[src/rtl/ifm_out_fsm_if.sv]
// Handshake bundle linking the S2MM output sequencer to its status/data FWFT FIFOs
// and to the S2MM status (rxs) and frame data (rxd) AXI-Stream channels.
interface ifm_out_fsm_if;
   logic [63:0] ctrl_fifo_rdata;
   logic        ctrl_fifo_empty;
   logic        ctrl_fifo_rden;
   logic [72:0] data_fifo_rdata;
   logic        data_fifo_empty;
   logic        data_fifo_rden;

   logic [31:0] rxs_tdata;
   logic [3:0]  rxs_tkeep;
   logic        rxs_tvalid;
   logic        rxs_tlast;
   logic        rxs_tready;

   logic [63:0] rxd_tdata;
   logic [7:0]  rxd_tkeep;
   logic        rxd_tvalid;
   logic        rxd_tlast;
   logic        rxd_tready;

   modport master (
      input  ctrl_fifo_rdata, ctrl_fifo_empty, data_fifo_rdata, data_fifo_empty,
      input  rxs_tready, rxd_tready,
      output ctrl_fifo_rden, data_fifo_rden,
      output rxs_tdata, rxs_tkeep, rxs_tvalid, rxs_tlast,
      output rxd_tdata, rxd_tkeep, rxd_tvalid, rxd_tlast
   );

   modport slave (
      output ctrl_fifo_rdata, ctrl_fifo_empty, data_fifo_rdata, data_fifo_empty,
      output rxs_tready, rxd_tready,
      input  ctrl_fifo_rden, data_fifo_rden,
      input  rxs_tdata, rxs_tkeep, rxs_tvalid, rxs_tlast,
      input  rxd_tdata, rxd_tkeep, rxd_tvalid, rxd_tlast
   );
endinterface

[src/rtl/ifm_out_fsm.sv]
// S2MM output sequencer: pops one status word per frame, emits the six-word status
// packet, then streams the frame's data beats and checks the delivered byte count.
module ifm_out_fsm (
   input  logic                 s2mm_clk,
   input  logic                 s2mm_reset,
   ifm_out_fsm_if.master        bus,
   output logic                 len_err,
   output logic [31:0]          frame_cnt,
   output logic [3:0]           ifm_out_fsm_dbg
);

   typedef enum logic [1:0] {
      S_IDLE = 2'd0,
      S_STS  = 2'd1,
      S_DATA = 2'd2,
      S_DONE = 2'd3
   } state_t;

   state_t      state;
   logic [2:0]  wcnt;
   logic [15:0] bcnt;
   logic [47:0] sts_reg;
   logic [31:0] sts_word;
   logic        sts_fire;
   logic        dat_fire;
   logic        unused_rsvd;

   // Reserved status bits are carried by the FIFO but never forwarded.
   assign unused_rsvd = ^bus.ctrl_fifo_rdata[63:48];

   function automatic logic [3:0] keep_bytes(input logic [7:0] keep);
      logic [3:0] n;
      n = 4'd0;
      for (int i = 0; i < 8; i++) begin
         n = n + {3'b000, keep[i]};
      end
      return n;
   endfunction

   // Every handshake output is forced low while reset is held, even before the
   // first reset edge has defined the state register.
   assign bus.ctrl_fifo_rden = ~s2mm_reset & (state == S_IDLE) & ~bus.ctrl_fifo_empty;

   assign bus.rxs_tvalid = ~s2mm_reset & (state == S_STS);
   assign bus.rxs_tkeep  = 4'hF;
   assign bus.rxs_tdata  = sts_word;
   assign bus.rxs_tlast  = bus.rxs_tvalid & (wcnt == 3'd5);

   assign bus.rxd_tvalid = ~s2mm_reset & (state == S_DATA) & ~bus.data_fifo_empty;
   assign bus.rxd_tdata  = bus.data_fifo_rdata[63:0];
   assign bus.rxd_tkeep  = bus.data_fifo_rdata[71:64];
   assign bus.rxd_tlast  = bus.rxd_tvalid & bus.data_fifo_rdata[72];

   assign bus.data_fifo_rden = bus.rxd_tvalid & bus.rxd_tready;

   assign sts_fire = bus.rxs_tvalid & bus.rxs_tready;
   assign dat_fire = bus.data_fifo_rden;

   assign ifm_out_fsm_dbg = {2'b00, state};

   // NOTE: every variable assigned in always_comb gets a default first so no
   // path can leave it unassigned and infer a latch.
   always_comb begin
      sts_word = 32'h0;
      case (wcnt)
         3'd0:    sts_word = {4'h5, 28'h0};
         3'd4:    sts_word = {sts_reg[47:32], 16'h0};
         3'd5:    sts_word = sts_reg[31:0];
         default: sts_word = 32'h0;
      endcase
   end

   // NOTE: sequential state uses non-blocking assignments so every register
   // samples pre-edge values regardless of process evaluation order.
   always_ff @(posedge s2mm_clk) begin
      if (s2mm_reset) begin
         state     <= S_IDLE;
         wcnt      <= 3'd0;
         bcnt      <= 16'd0;
         len_err   <= 1'b0;
         frame_cnt <= 32'd0;
         sts_reg   <= 48'd0;
      end else begin
         case (state)
            S_IDLE: begin
               if (!bus.ctrl_fifo_empty) begin
                  sts_reg <= bus.ctrl_fifo_rdata[47:0];
                  wcnt    <= 3'd0;
                  bcnt    <= 16'd0;
                  state   <= S_STS;
               end
            end
            S_STS: begin
               if (sts_fire) begin
                  wcnt <= wcnt + 3'd1;
                  if (wcnt == 3'd5) begin
                     state <= S_DATA;
                  end
               end
            end
            S_DATA: begin
               if (dat_fire) begin
                  bcnt <= bcnt + {12'h000, keep_bytes(bus.data_fifo_rdata[71:64])};
                  if (bus.data_fifo_rdata[72]) begin
                     state <= S_DONE;
                  end
               end
            end
            S_DONE: begin
               // bcnt already includes the last beat accepted on the way in.
               if (bcnt != sts_reg[15:0]) begin
                  len_err <= 1'b1;
               end
               frame_cnt <= frame_cnt + 32'd1;
               state     <= S_IDLE;
            end
            default: state <= S_IDLE;
         endcase
      end
   end

endmodule

[src/flat_wrapper.sv]
// flat-port wrapper written by rule: the top's interface ports become plain ports
module ifm_out_fsm_flat 
  (s2mm_clk, s2mm_reset, len_err, frame_cnt, ifm_out_fsm_dbg, bus_ctrl_fifo_rdata, bus_ctrl_fifo_empty, bus_data_fifo_rdata, bus_data_fifo_empty, bus_rxs_tready, bus_rxd_tready, bus_ctrl_fifo_rden, bus_data_fifo_rden, bus_rxs_tdata, bus_rxs_tkeep, bus_rxs_tvalid, bus_rxs_tlast, bus_rxd_tdata, bus_rxd_tkeep, bus_rxd_tvalid, bus_rxd_tlast);
  ifm_out_fsm_if bus_i ();
  input  logic s2mm_clk;
  input  logic s2mm_reset;
  output logic len_err;
  output logic [31:0] frame_cnt;
  output logic [3:0] ifm_out_fsm_dbg;
  input wire logic [$bits(bus_i.ctrl_fifo_rdata)-1:0] bus_ctrl_fifo_rdata;
  input wire logic [$bits(bus_i.ctrl_fifo_empty)-1:0] bus_ctrl_fifo_empty;
  input wire logic [$bits(bus_i.data_fifo_rdata)-1:0] bus_data_fifo_rdata;
  input wire logic [$bits(bus_i.data_fifo_empty)-1:0] bus_data_fifo_empty;
  input wire logic [$bits(bus_i.rxs_tready)-1:0] bus_rxs_tready;
  input wire logic [$bits(bus_i.rxd_tready)-1:0] bus_rxd_tready;
  output wire logic [$bits(bus_i.ctrl_fifo_rden)-1:0] bus_ctrl_fifo_rden;
  output wire logic [$bits(bus_i.data_fifo_rden)-1:0] bus_data_fifo_rden;
  output wire logic [$bits(bus_i.rxs_tdata)-1:0] bus_rxs_tdata;
  output wire logic [$bits(bus_i.rxs_tkeep)-1:0] bus_rxs_tkeep;
  output wire logic [$bits(bus_i.rxs_tvalid)-1:0] bus_rxs_tvalid;
  output wire logic [$bits(bus_i.rxs_tlast)-1:0] bus_rxs_tlast;
  output wire logic [$bits(bus_i.rxd_tdata)-1:0] bus_rxd_tdata;
  output wire logic [$bits(bus_i.rxd_tkeep)-1:0] bus_rxd_tkeep;
  output wire logic [$bits(bus_i.rxd_tvalid)-1:0] bus_rxd_tvalid;
  output wire logic [$bits(bus_i.rxd_tlast)-1:0] bus_rxd_tlast;
  assign bus_i.ctrl_fifo_rdata = bus_ctrl_fifo_rdata;
  assign bus_i.ctrl_fifo_empty = bus_ctrl_fifo_empty;
  assign bus_i.data_fifo_rdata = bus_data_fifo_rdata;
  assign bus_i.data_fifo_empty = bus_data_fifo_empty;
  assign bus_i.rxs_tready = bus_rxs_tready;
  assign bus_i.rxd_tready = bus_rxd_tready;
  assign bus_ctrl_fifo_rden = bus_i.ctrl_fifo_rden;
  assign bus_data_fifo_rden = bus_i.data_fifo_rden;
  assign bus_rxs_tdata = bus_i.rxs_tdata;
  assign bus_rxs_tkeep = bus_i.rxs_tkeep;
  assign bus_rxs_tvalid = bus_i.rxs_tvalid;
  assign bus_rxs_tlast = bus_i.rxs_tlast;
  assign bus_rxd_tdata = bus_i.rxd_tdata;
  assign bus_rxd_tkeep = bus_i.rxd_tkeep;
  assign bus_rxd_tvalid = bus_i.rxd_tvalid;
  assign bus_rxd_tlast = bus_i.rxd_tlast;
  ifm_out_fsm u_core (.s2mm_clk(s2mm_clk), .s2mm_reset(s2mm_reset), .bus(bus_i), .len_err(len_err), .frame_cnt(frame_cnt), .ifm_out_fsm_dbg(ifm_out_fsm_dbg));
endmodule
[config.mk]
export PLATFORM = sky130hd
export DESIGN_NAME = ifm_out_fsm_flat
export DESIGN_NICKNAME = d
export VERILOG_FILES = /design/src/rtl/ifm_out_fsm_if.sv /design/src/rtl/ifm_out_fsm.sv /design/src/flat_wrapper.sv
export SDC_FILE = /design/constraint.sdc
export NUM_CORES = 1
export LEC_CHECK = 0
export ABC_CLOCK_PERIOD_IN_PS = 4550
export BUFFER_PORTS_ARGS = -buffer_cell sky130_fd_sc_hd__buf_2
export CELL_PAD_IN_SITES_DETAIL_PLACEMENT = 1
export CELL_PAD_IN_SITES_GLOBAL_PLACEMENT = 2
export CORE_ASPECT_RATIO = 0.5
export CORE_MARGIN = 2
export CORE_UTILIZATION = 22
export CTS_BUF_LIST = sky130_fd_sc_hd__clkbuf_16
export CTS_CLUSTER_SIZE = 14
export DETAILED_ROUTE_END_ITERATION = 6
export PLACE_DENSITY = 0.74
export SYNTH_ARGS = -nofsm -noshare
export SYNTH_HDL_FRONTEND = slang
export SYNTH_SLANG_ARGS = --single-unit
[constraint.sdc]
create_clock -name s2mm_clk -period 4.55 [get_ports s2mm_clk]
set_input_delay 0.91 -clock s2mm_clk [delete_from_list [all_inputs] [get_ports s2mm_clk]]
set_output_delay 0.91 -clock s2mm_clk [all_outputs]
set_load 0.01 [all_outputs]
* Word level (Yosys, flattened, before mapping) *
Index checks and enable logic that the tools add are counted.

word-level totals
  flip-flop bits (word level) = 102
  bits of input ports = 143
  logic and storage cells = 61
  output and inout port bits = 151

cells by class
  bitwise logic cells = 12
  equality and inequality tests = 11
  $add $sub $neg = 10
  multiplexer cells = 13
  reductions and logical operators = 9

operators by type and width
  cell                                           count
  case mux 32 bit (3 select lines)               1
  adder 32 x 1 -> 32 bit, second input constant  1
  two-way mux 16 bit                             2
  case mux 16 bit (2 select lines)               1
  adder 4 x 1 -> 4 bit                           6
  adder 16 x 4 -> 16 bit                         1
  != test 16 bit                                 1
  two-way mux 2 bit                              5
  AND 1 bit                                      9
  != test 2 bit, second input constant           4
  case mux 2 bit (4 select lines)                1
  == test 3 bit, second input constant           2
  two-way mux 3 bit                              2
  case mux 3 bit (2 select lines)                1
  AND reduction 3 bit                            2
  AND reduction 5 bit                            1
  == test 2 bit, second input constant           2
  AND reduction 2 bit                            2
  nonzero test 2 bit                             2
  adder 3 x 1 -> 3 bit, second input constant    1
  logical NOT 3 bit                              1
  NOT 1 bit                                      3
  adder 1 x 1 -> 2 bit                           1
  == test 2 x 1 -> 1 bit, second input constant  1
  2 further kinds                                2

* Longest topological paths before layout *
Gate-level depths: netlist (run 1).

  depth in word-level cells = 10
  gate-level depth with buffers = 14
  depth with buffers taken out = 14

* Worst setup path after synthesis (run 1) *
OpenSTA, ideal clock, no wires.

  kind = input to register
  start point = in bus_data_fifo_rdata[64]
  end point = reg u_core.bcnt[14]
  arrival time = 4.175 ns
  path buffers = 0
  data required time = 4.422 ns
  setup time = 0.128 ns
  cell stages on the path = 12
  slack = 0.248 ns
  cell sequence = ha_1 -> inv_1 -> fa_1 -> fa_1 -> fa_1 -> fa_1 -> fa_1 -> nor2b_1 -> o21ai_1 -> a211oi_1 -> xnor2_1 -> nor2_1

between the ends
  longest elaborated chain between the ends = 10

RTL lines
  element                            line                source
  start: declaration                 flat_wrapper.sv:12  input wire logic [$bits(bus_i.data_fifo_rdata)-1:0] bus_data_fifo_rdata;
  adder 1 x 1 -> 2 bit               ifm_out_fsm.sv:35   n = n + {3'b000, keep[i]};
  adder 4 x 1 -> 4 bit (6 in a row)  ifm_out_fsm.sv:35
  adder 16 x 4 -> 16 bit             ifm_out_fsm.sv:103  bcnt <= bcnt + {12'h000, keep_bytes(bus.data_fifo_rdata[71:64])};
  two-way mux 16 bit                 ifm_out_fsm.sv:102  if (dat_fire) begin
  case mux 16 bit (2 select lines)   ifm_out_fsm.sv:84   case (state)
  end signal: assignment             ifm_out_fsm.sv:103
  end: declaration                   ifm_out_fsm.sv:21   logic [15:0] bcnt;

No other way between the ends. The select of a mux whose other input is x is not followed.
A chain may end at the register's enable or synchronous reset.

* Final worst setup path (run 1) *
  start point = in bus_data_fifo_rdata[64]
  end point = reg u_core.bcnt[11]

The elaborated chain is that of the path after synthesis.

==> impl_metrics.ini, run 1 <==
[outcome]
status = finished clean

[pwr]
power.share.sequential_pct = 43.7
irDropWorstVdd_v = 0.000130
pwr-share-clk_pct = 33.6
comb_power_share_pct = 22.8
p_int_w = 0.00165
powerDensity_nw_per_um2 = 388
sw_frac_of_total_pct = 32.3
p_sw_w = 0.000784
leakage_nw = 2.84

[sta]
skew_ns = 0.0122
rsz0062_at_grt = false
period_minus_slack_ns = 4.27
whs_ns = 0.469
hold_viol_final = 0
slew_viol_final = 0
clock.fmax_mhz = 234
maxSlewHeadroom_pct = 17.2
setup_ws_ns = 0.280
tightest_slew_ns = 1.24
fin_crit_sh_pct = 93.9
setup_viol = 0

[yosys]
seq_area_frac_synth_pct = 37.5
synth_most_common_cell = dfxtp_1
yosys.area.top_type_share_pct = 37.5
synth_edf_count = 0
syn_area_um2 = 5450
synth.largest_area_cell = dfxtp_1
synth-seq-cells = 102
synth-main-ff-cell = dfxtp_1
ys_async_sr_fraction_pct = 0
yosys_warnings = 0
syn_area_per_cell_um2 = 9.11
synth_commonest_cells = dfxtp_1, buf_4, a22o_1
synthTopCellsByArea = dfxtp_1, buf_4, a22o_1, xor2_1, nor2_1
synth_cell_type_count = 48
syn_inst = 598

[floorplan]
die_area_um2 = 26100
die_w_um = 227
die_h_um = 115
initial_utilization_pct = 22.5
core-area_um2 = 24200
ioPinCount = 294
num_rows = 40

[clocking]
cts.reportedPaths.clkPinSlew_ns = 0.07
ctsResizeCount = 0
clock_sinks = 102
h-tree-depth = 3
holdBufCountCts = 0
cts_buffer_depth = 2
cts_tree = built
worstSkewPairLatency_ns = 0.37
cts-buffers-inserted = 9
post_cts_buffers = 0
cts_root_buf = clkbuf_16

[setup_path]
cpLargestDelayFamily = adder cells
crit_fanout = 7
critPathBufInv = 3
crit_path_cell_trace = buf_2 -> ha_1 -> inv_1 -> fa_1 -> fa_1 -> fa_1 -> fa_1 -> inv_1 -> ha_1 -> a211oi_1 -> o21a_2 -> nor4b_2 -> xnor2_1 -> nor2_1
crit_top_cell = fa_1
reg2reg_from = u_core.state[0]$_SDFFE_PP0P_
crit_type = in -> reg
crit_path_max_incr_delay_ns = 0.56
critPathLaunch = bus_data_fifo_rdata[64]
start_kind = input port
crit_required_ns = 4.75
endpoint_kind = flip-flop
crit_slowest_cell = fa_1
cp.arrival_ns = 4.47

[drt]
drc = 0
wire_per_inst_um = 15.9
vias_per_cell = 4.37
wl_um = 15800
initialDrtViolationCount = 191
vias = 4346
ant_nets = 0
drtPass1Iterations = 4

[placed_design]
post-place-ws_ns = -0.182
place_congestion = 0.757
dp_hpwl_um = 12000
port_buffers = 143
placed_cell_area_um2 = 5950

[layout]
final_area_um2 = 6250
drive_gt1_share_pct = 26.4
multi_input_area_um2 = 2630
synthToLayoutAreaGrowth_pct = 14.8
fillers = 2824
seq_area_um2 = 2040
fin_nets = 816
antenna_cells = 0
largest_reg_flops = 48

[grt]
grt_use_met3_pct = 3.50
track_usage_pct = 12.2
overflow = 0
grtUsageMet2_pct = 20.5
grt_max_degree = 50
grt.busiest_layer = met2
met1_usage_pct = 15.1
grt_pass1_wl_um = 24600
grt_pass1_vias = 4444
antenna_found_initial = 0

[hold_path]
min-delay-start = u_core.len_err$_SDFFE_PP0P_
min-delay-path-class = reg -> reg

[run]
maxCapViolCount = 0
## worst paths after layout
kind,end,slack [ns],cells past startpoint
setup / recovery,u_core.bcnt[11]$_SDFFE_PP0P_,0.28,14
hold / removal,u_core.len_err$_SDFFE_PP0P_,0.47,2
setup reg to reg,u_core.frame_cnt[12]$_SDFFE_PP0P_,2.07,6
hold reg to reg,u_core.len_err$_SDFFE_PP0P_,0.47,2
## cell families after synthesis
logic type,after synthesis,share of synthesized area [%]
compound gates,101,15.0
xor+xnor,52,8.36
fa+ha+maj,20,5.28
buf+inv,135,14.9
flops,102,37.5
mux,6,1.19
other cells,2,0.138
simple gates,180,17.7
## placed cells by master (no fill, tap or decap), drive strengths merged, types with 5 or more instances in the layout
cell	n
a211oi	8
a21oi	12
a22o	64
and2	5
and3	21
buf	148
clkbuf	9
conb	6
dfxtp	102
fa	5
ha	15
inv	31
nand2	20
nand2b	6
nand3	19
nand4	18
nor2	52
nor2b	9
nor3	5
nor4	8
xnor2	21
xor2	31
## stage by stage
stage | power, W | utilization [%] | instances | setup TNS (ns)
after floorplan | 0.00153 | - | 602 | 0
after global placement | 0.00162 | 24.6 | 978 | -0.717
after detailed placement | 0.00164 | 24.6 | 978 | -1.87
after CTS | 0.00247 | 25.9 | 994 | 0
after global routing | 0.00258 | 25.9 | 994 | 0
final | 0.00243 | 25.9 | 994 | 0
## tightest hold or removal path, delay by kind of cell, from the launching register on
kind               cells  cell delay, ns
DFF                    1            0.33
AOI/OAI and AO/OA      1            0.04
and+or+nand+nor        1            0.07
## final cells by class
type	instances	share of cell area, %
multi-input cells	365	42.1
flip-flops and latches	102	32.6
repair buffers	148	12.0
well taps	336	6.72
clock buffers	9	3.60
inverters	27	1.62
clock inverters	7	1.26
## per-layer routing
| metal | share of wire, % | wire, µm | up-vias |
|---|---|---|---|
| li1 | - | - | 2099 |
| met1 | 46 | 7200 | 2151 |
| met3 | 3.9 | 608 | 20 |
| met2 | 49 | 7720 | 76 |
| met4 | 1.6 | 248 | 0 |
| met5 | 0 | 0 | - |
## power groups by stage
stage | Combinational, W | Sequential (W) | Clock [W]
3_5_place_dp | 0.000554 | 0.00108 | 0
6_report | 0.000553 | 0.00106 | 0.000816
3_3_place_gp | 0.000541 | 0.00108 | 0
2_1_floorplan | 0.000468 | 0.00106 | 0
5_1_grt | 0.000621 | 0.00107 | 0.000887
4_1_cts | 0.000557 | 0.00106 | 0.000851
Note: power is estimated with default switching activity, not from simulation.
==> run 2, diff against run 1 <==
--- a/config.mk
+++ b/config.mk
@@ -9,7 +9,7 @@
 export BUFFER_PORTS_ARGS = -buffer_cell sky130_fd_sc_hd__buf_2
 export CELL_PAD_IN_SITES_DETAIL_PLACEMENT = 1
 export CELL_PAD_IN_SITES_GLOBAL_PLACEMENT = 2
-export CORE_ASPECT_RATIO = 0.5
+export CORE_ASPECT_RATIO = 1.1
 export CORE_MARGIN = 2
 export CORE_UTILIZATION = 22
 export CTS_BUF_LIST = sky130_fd_sc_hd__clkbuf_16
==> run 2 against run 1 <==
  * Clock skew is 0.0023 ns lower
  * First-iteration DRC count is 24% lower
  * Sequential cell count stayed put
  * Cell area is 0.14% lower
  * Routed wire length is 7.9% lower
  * Total power is 0.70% higher
  * Critical path type unchanged
  * Critical endpoint is now u_core.bcnt[5]$_SDFFE_PP0P_
  * Largest power group unchanged
==> impl_metrics.ini, run 2 (synthesized netlist as in run 1, its figures left out) <==
[grt]
grt_pass1_vias = 4233
overflow = 0
track_usage_pct = 11.1
grt_pass1_wl_um = 23300
grt_max_degree = 50
antenna_found_initial = 0

[floorplan]
ioPinCount = 294
die_h_um = 169
initial_utilization_pct = 22.3
die_area_um2 = 26100
die_w_um = 154
core-area_um2 = 24400
num_rows = 60

[sta]
hold_viol_final = 0
slew_viol_final = 0
clock.fmax_mhz = 228
rsz0062_at_grt = false
period_minus_slack_ns = 4.39
tightest_slew_ns = 1.14
setup_ws_ns = 0.159
skew_ns = 0.00992
setup_viol = 0
fin_crit_sh_pct = 96.5
maxSlewHeadroom_pct = 23.6

[drt]
wl_um = 14500
drc = 0
vias = 4237
wire_per_inst_um = 15.0
drtPass1Iterations = 4
ant_nets = 0
initialDrtViolationCount = 145
vias_per_cell = 4.37

[clocking]
ctsResizeCount = 0
cts_root_buf = clkbuf_16
worstSkewPairLatency_ns = 0.36
post_cts_buffers = 0
holdBufCountCts = 0
cts-buffers-inserted = 9
clock_sinks = 102
cts_buffer_depth = 2
h-tree-depth = 3
cts.reportedPaths.clkPinSlew_ns = 0.08
cts_tree = built

[placed_design]
dp_cells = 953
placed_cell_area_um2 = 5920
post-place-ws_ns = -0.262
place_congestion = 0.737
dp_hpwl_um = 10800
port_buffers = 143

[layout]
stdcell_count = 969
final_area_um2 = 6250
drive_gt1_share_pct = 26.4
antenna_cells = 0
fin_nets = 817
multi_input_area_um2 = 2630
seq_area_um2 = 2040
most-common-layout-cells = buf_2, dfxtp_1, a22o_1
fillers = 2893
final_common_cell = buf_2
synthToLayoutAreaGrowth_pct = 14.6
largest_reg_flops = 48

[pwr]
sw_frac_of_total_pct = 32.4
p_sw_w = 0.000793
powerDensity_nw_per_um2 = 392
irDropWorstVdd_v = 0.000177
power.share.sequential_pct = 43.3
pwr-share-clk_pct = 34.4
comb_power_share_pct = 22.3
totalPowerFinal_w = 0.00245
p_int_w = 0.00165
leakage_nw = 2.86

[hold_path]
min-delay-path-class = reg -> reg

[setup_path]
crit_fanout = 7
start_kind = input port
crit_type = in -> reg
crit_required_ns = 4.85
endpoint_kind = flip-flop
cp.arrival_ns = 4.69

[outcome]
status = finished clean

[run]
maxCapViolCount = 0
run 2: final cells by class:
type / instances / share of cell area [%]
Clock buffer: 9 / 3.61
Inverter: 27 / 1.62
Tap cell: 310 / 6.21
Multi-Input combinational cell: 365 / 42.1
Timing Repair Buffer: 149 / 12.2
Sequential cell: 102 / 32.7
Clock inverter: 7 / 1.60
run 2: worst paths after layout:
path | depth (start not counted) | startpoint | to | slack [ns]
hold / removal | 1 | u_core.sts_reg[46]$_SDFFE_PP0P_ | u_core.sts_reg[46]$_SDFFE_PP0P_ | 0.47
setup reg to reg | 6 | u_core.state[0]$_SDFFE_PP0P_ | u_core.frame_cnt[12]$_SDFFE_PP0P_ | 2.10
hold reg to reg | 1 | u_core.sts_reg[46]$_SDFFE_PP0P_ | u_core.sts_reg[46]$_SDFFE_PP0P_ | 0.47
setup / recovery | 14 | bus_data_fifo_rdata[64] | u_core.bcnt[5]$_SDFFE_PP0P_ | 0.16
run 2: power groups by stage:
stage	registers [W]	clock network (W)	logic, W
CTS	0.00106	0.000885	0.000560
floorplan	0.00106	0	0.000468
finish	0.00106	0.000842	0.000545
global placement	0.00108	0	0.000551
detailed placement	0.00108	0	0.000556
global route	0.00107	0.000924	0.000620
run 2: stage by stage:
stage                     hold slack (ns)  utilization (%)  setup TNS [ns]
after floorplan                     0.434                -               0
after CTS                           0.479             25.6               0
final                               0.470             25.6               0
after global routing                0.502             25.6               0
after detailed placement            0.454             24.3           -1.94
after global placement              0.449             24.3           -1.11
run 2: routing by layer:
layer | wire length [µm] | up-vias | GRT usage [%]
li1 | - | 2099 | -
met1 | 6700 | 1991 | 13.9
met2 | 6510 | 126 | 17.9
met3 | 1090 | 21 | 3.94
met4 | 225 | 0 | 3.45
met5 | 0 | - | 0
run 2: critical path, cell delays in order:
cell and delay, ns:
buf_2 0.10, ha_1 0.28, inv_1 0.08, fa_1 0.42, fa_1 0.46, fa_1 0.42
fa_1 0.57, inv_1 0.06, ha_1 0.29, a211oi_1 0.24, o21a_1 0.37, nor2_1 0.10
a211o_1 0.32, nand2_1 0.05
==> run 3, diff against run 2 <==
--- a/config.mk
+++ b/config.mk
@@ -16,6 +16,7 @@
 export CTS_CLUSTER_SIZE = 14
 export DETAILED_ROUTE_END_ITERATION = 6
 export PLACE_DENSITY = 0.74
+export RECOVER_POWER = 100
 export SYNTH_ARGS = -nofsm -noshare
 export SYNTH_HDL_FRONTEND = slang
 export SYNTH_SLANG_ARGS = --single-unit
==> run 3 against run 2 <==
  * The flow now finishes with violations (max-capacitance violations, max-slew violations)
  * First-iteration DRC count is the same
  * Setup slack better by 0.019 ns
  * Sequential cell count unchanged
  * Non-clock buffer count unchanged
  * Critical path type unchanged
==> impl_metrics.ini, run 3 (synthesized netlist as in run 1, its figures left out) <==
[grt]
grt_max_degree = 50
antenna_found_initial = 0
grt_pass1_wl_um = 23300
grt_pass1_vias = 4233
track_usage_pct = 11.1
overflow = 0

[layout]
fillers = 2933
final_common_cell = dfxtp_1
antenna_cells = 0
synthToLayoutAreaGrowth_pct = 12.3
drive_gt1_share_pct = 14.1
fin_nets = 817
most-common-layout-cells = dfxtp_1, clkbuf_1, buf_2
largest_reg_flops = 48
utilization_pct = 25.1

[drt]
vias = 4239
vias_per_cell = 4.37
wire_per_inst_um = 14.9
drc = 0
initialDrtViolationCount = 145
drtPass1Iterations = 4
ant_nets = 0
wl_um = 14500

[floorplan]
ioPinCount = 294
core-area_um2 = 24400
die_h_um = 169
initial_utilization_pct = 22.3
num_rows = 60
die_area_um2 = 26100
die_w_um = 154

[clocking]
cts_tree = built
post_cts_buffers = 0
cts-buffers-inserted = 9
worstSkewPairLatency_ns = 0.36
cts.reportedPaths.clkPinSlew_ns = 0.08
holdBufCountCts = 0
clock_sinks = 102
cts_buffer_depth = 2
ctsResizeCount = 0
h-tree-depth = 3
cts_root_buf = clkbuf_16

[sta]
setup_viol = 0
fin_crit_sh_pct = 96.1
rsz0062_at_grt = false
tightest_slew_ns = 2.01
slew_viol_final = 91
hold_viol_final = 0
skew_ns = 0.00957
period_minus_slack_ns = 4.37
whs_ns = 0.470
clock.fmax_mhz = 229
maxSlewHeadroom_pct = -34.7

[pwr]
powerDensity_nw_per_um2 = 398
leakage_nw = 2.53
irDropWorstVdd_v = 0.000177

[hold_path]
min-delay-path-class = reg -> reg

[setup_path]
crit_top_cell = fa_1
cp.arrival_ns = 4.67
start_kind = input port
crit_slowest_cell = fa_1
endpoint_kind = flip-flop
crit_path_max_incr_delay_ns = 0.57
ff2ff_setup_slack_ns = 1.61
crit_type = in -> reg
crit_fanout = 7
crit_required_ns = 4.85
crit_path_cell_trace = buf_2 -> ha_1 -> inv_1 -> fa_1 -> fa_1 -> fa_1 -> fa_1 -> inv_1 -> ha_1 -> a211oi_1 -> o21a_1 -> nor2_1 -> a211o_1 -> nand2_1

[placed_design]
place_congestion = 0.737
port_buffers = 143
dp_hpwl_um = 10800

[run]
maxCapViolCount = 2

[outcome]
violations = max-capacitance violations, max-slew violations
status = complete, but fails checks
[run 3: cell types whose count changed in the layout (fill, tap and decap cells not counted), moves of 3 or more]
cell,previous run,this run
clkbuf_1,0,78
buf_2,143,66
buf_4,6,2
and2_0,0,3
and2_1,5,2
[run 3: worst max-delay path, delay by kind of cell]
family | cells | cell delay (ns)
AO/OA/AOI/OAI | 3 | 0.92
buffers and inverters | 3 | 0.24
adder cells (fa/ha/maj) | 6 | 2.44
AND/OR/NAND/NOR | 2 | 0.15
[run 3: power by group]
part           switching, W  internal [W]
registers         0.0000742      0.000985
clock network      0.000397      0.000446
logic              0.000318      0.000215
[run 3: worst paths after layout]
path,from,end,cells after the start
max,bus_data_fifo_rdata[64],u_core.bcnt[5]$_SDFFE_PP0P_,14
min,u_core.sts_reg[46]$_SDFFE_PP0P_,u_core.sts_reg[46]$_SDFFE_PP0P_,1
max reg2reg,u_core.state[0]$_SDFFE_PP0P_,u_core.sts_reg[6]$_SDFFE_PP0P_,5
min reg2reg,u_core.sts_reg[46]$_SDFFE_PP0P_,u_core.sts_reg[46]$_SDFFE_PP0P_,1
[run 3: metal layers]
layer  up-vias  track usage [%]  wire (µm)
met5         -                0          0
met4         0             3.45        225
met3        21             3.94       1090
met2       127             17.9       6510
met1      1997             13.9       6660
li1       2094                -          -
[run 3: layout make-up]
class / count / area [µm²] / share of cell area (%)
multi-input cells: 365 / 2610 / 42.6
well taps: 310 / 388 / 6.34
clock inverters: 7 / 100 / 1.64
clock buffers: 9 / 225 / 3.68
flip-flops and latches: 102 / 2040 / 33.4
repair buffers: 149 / 656 / 10.7
inverters: 27 / 101 / 1.66
[run 3: through the flow]
stage,instance area [µm²],setup WS [ns],std cells,setup TNS (ns),total power [W]
after floorplan,5470,0.248,602,0,0.00153
after global placement,5920,-0.184,953,-1.11,0.00163
after detailed placement,5920,-0.262,953,-1.94,0.00164
after CTS,6250,0.0964,969,0,0.00251
after global routing,6120,0.0126,969,0,0.00261
final,6120,0.178,969,0,0.00244
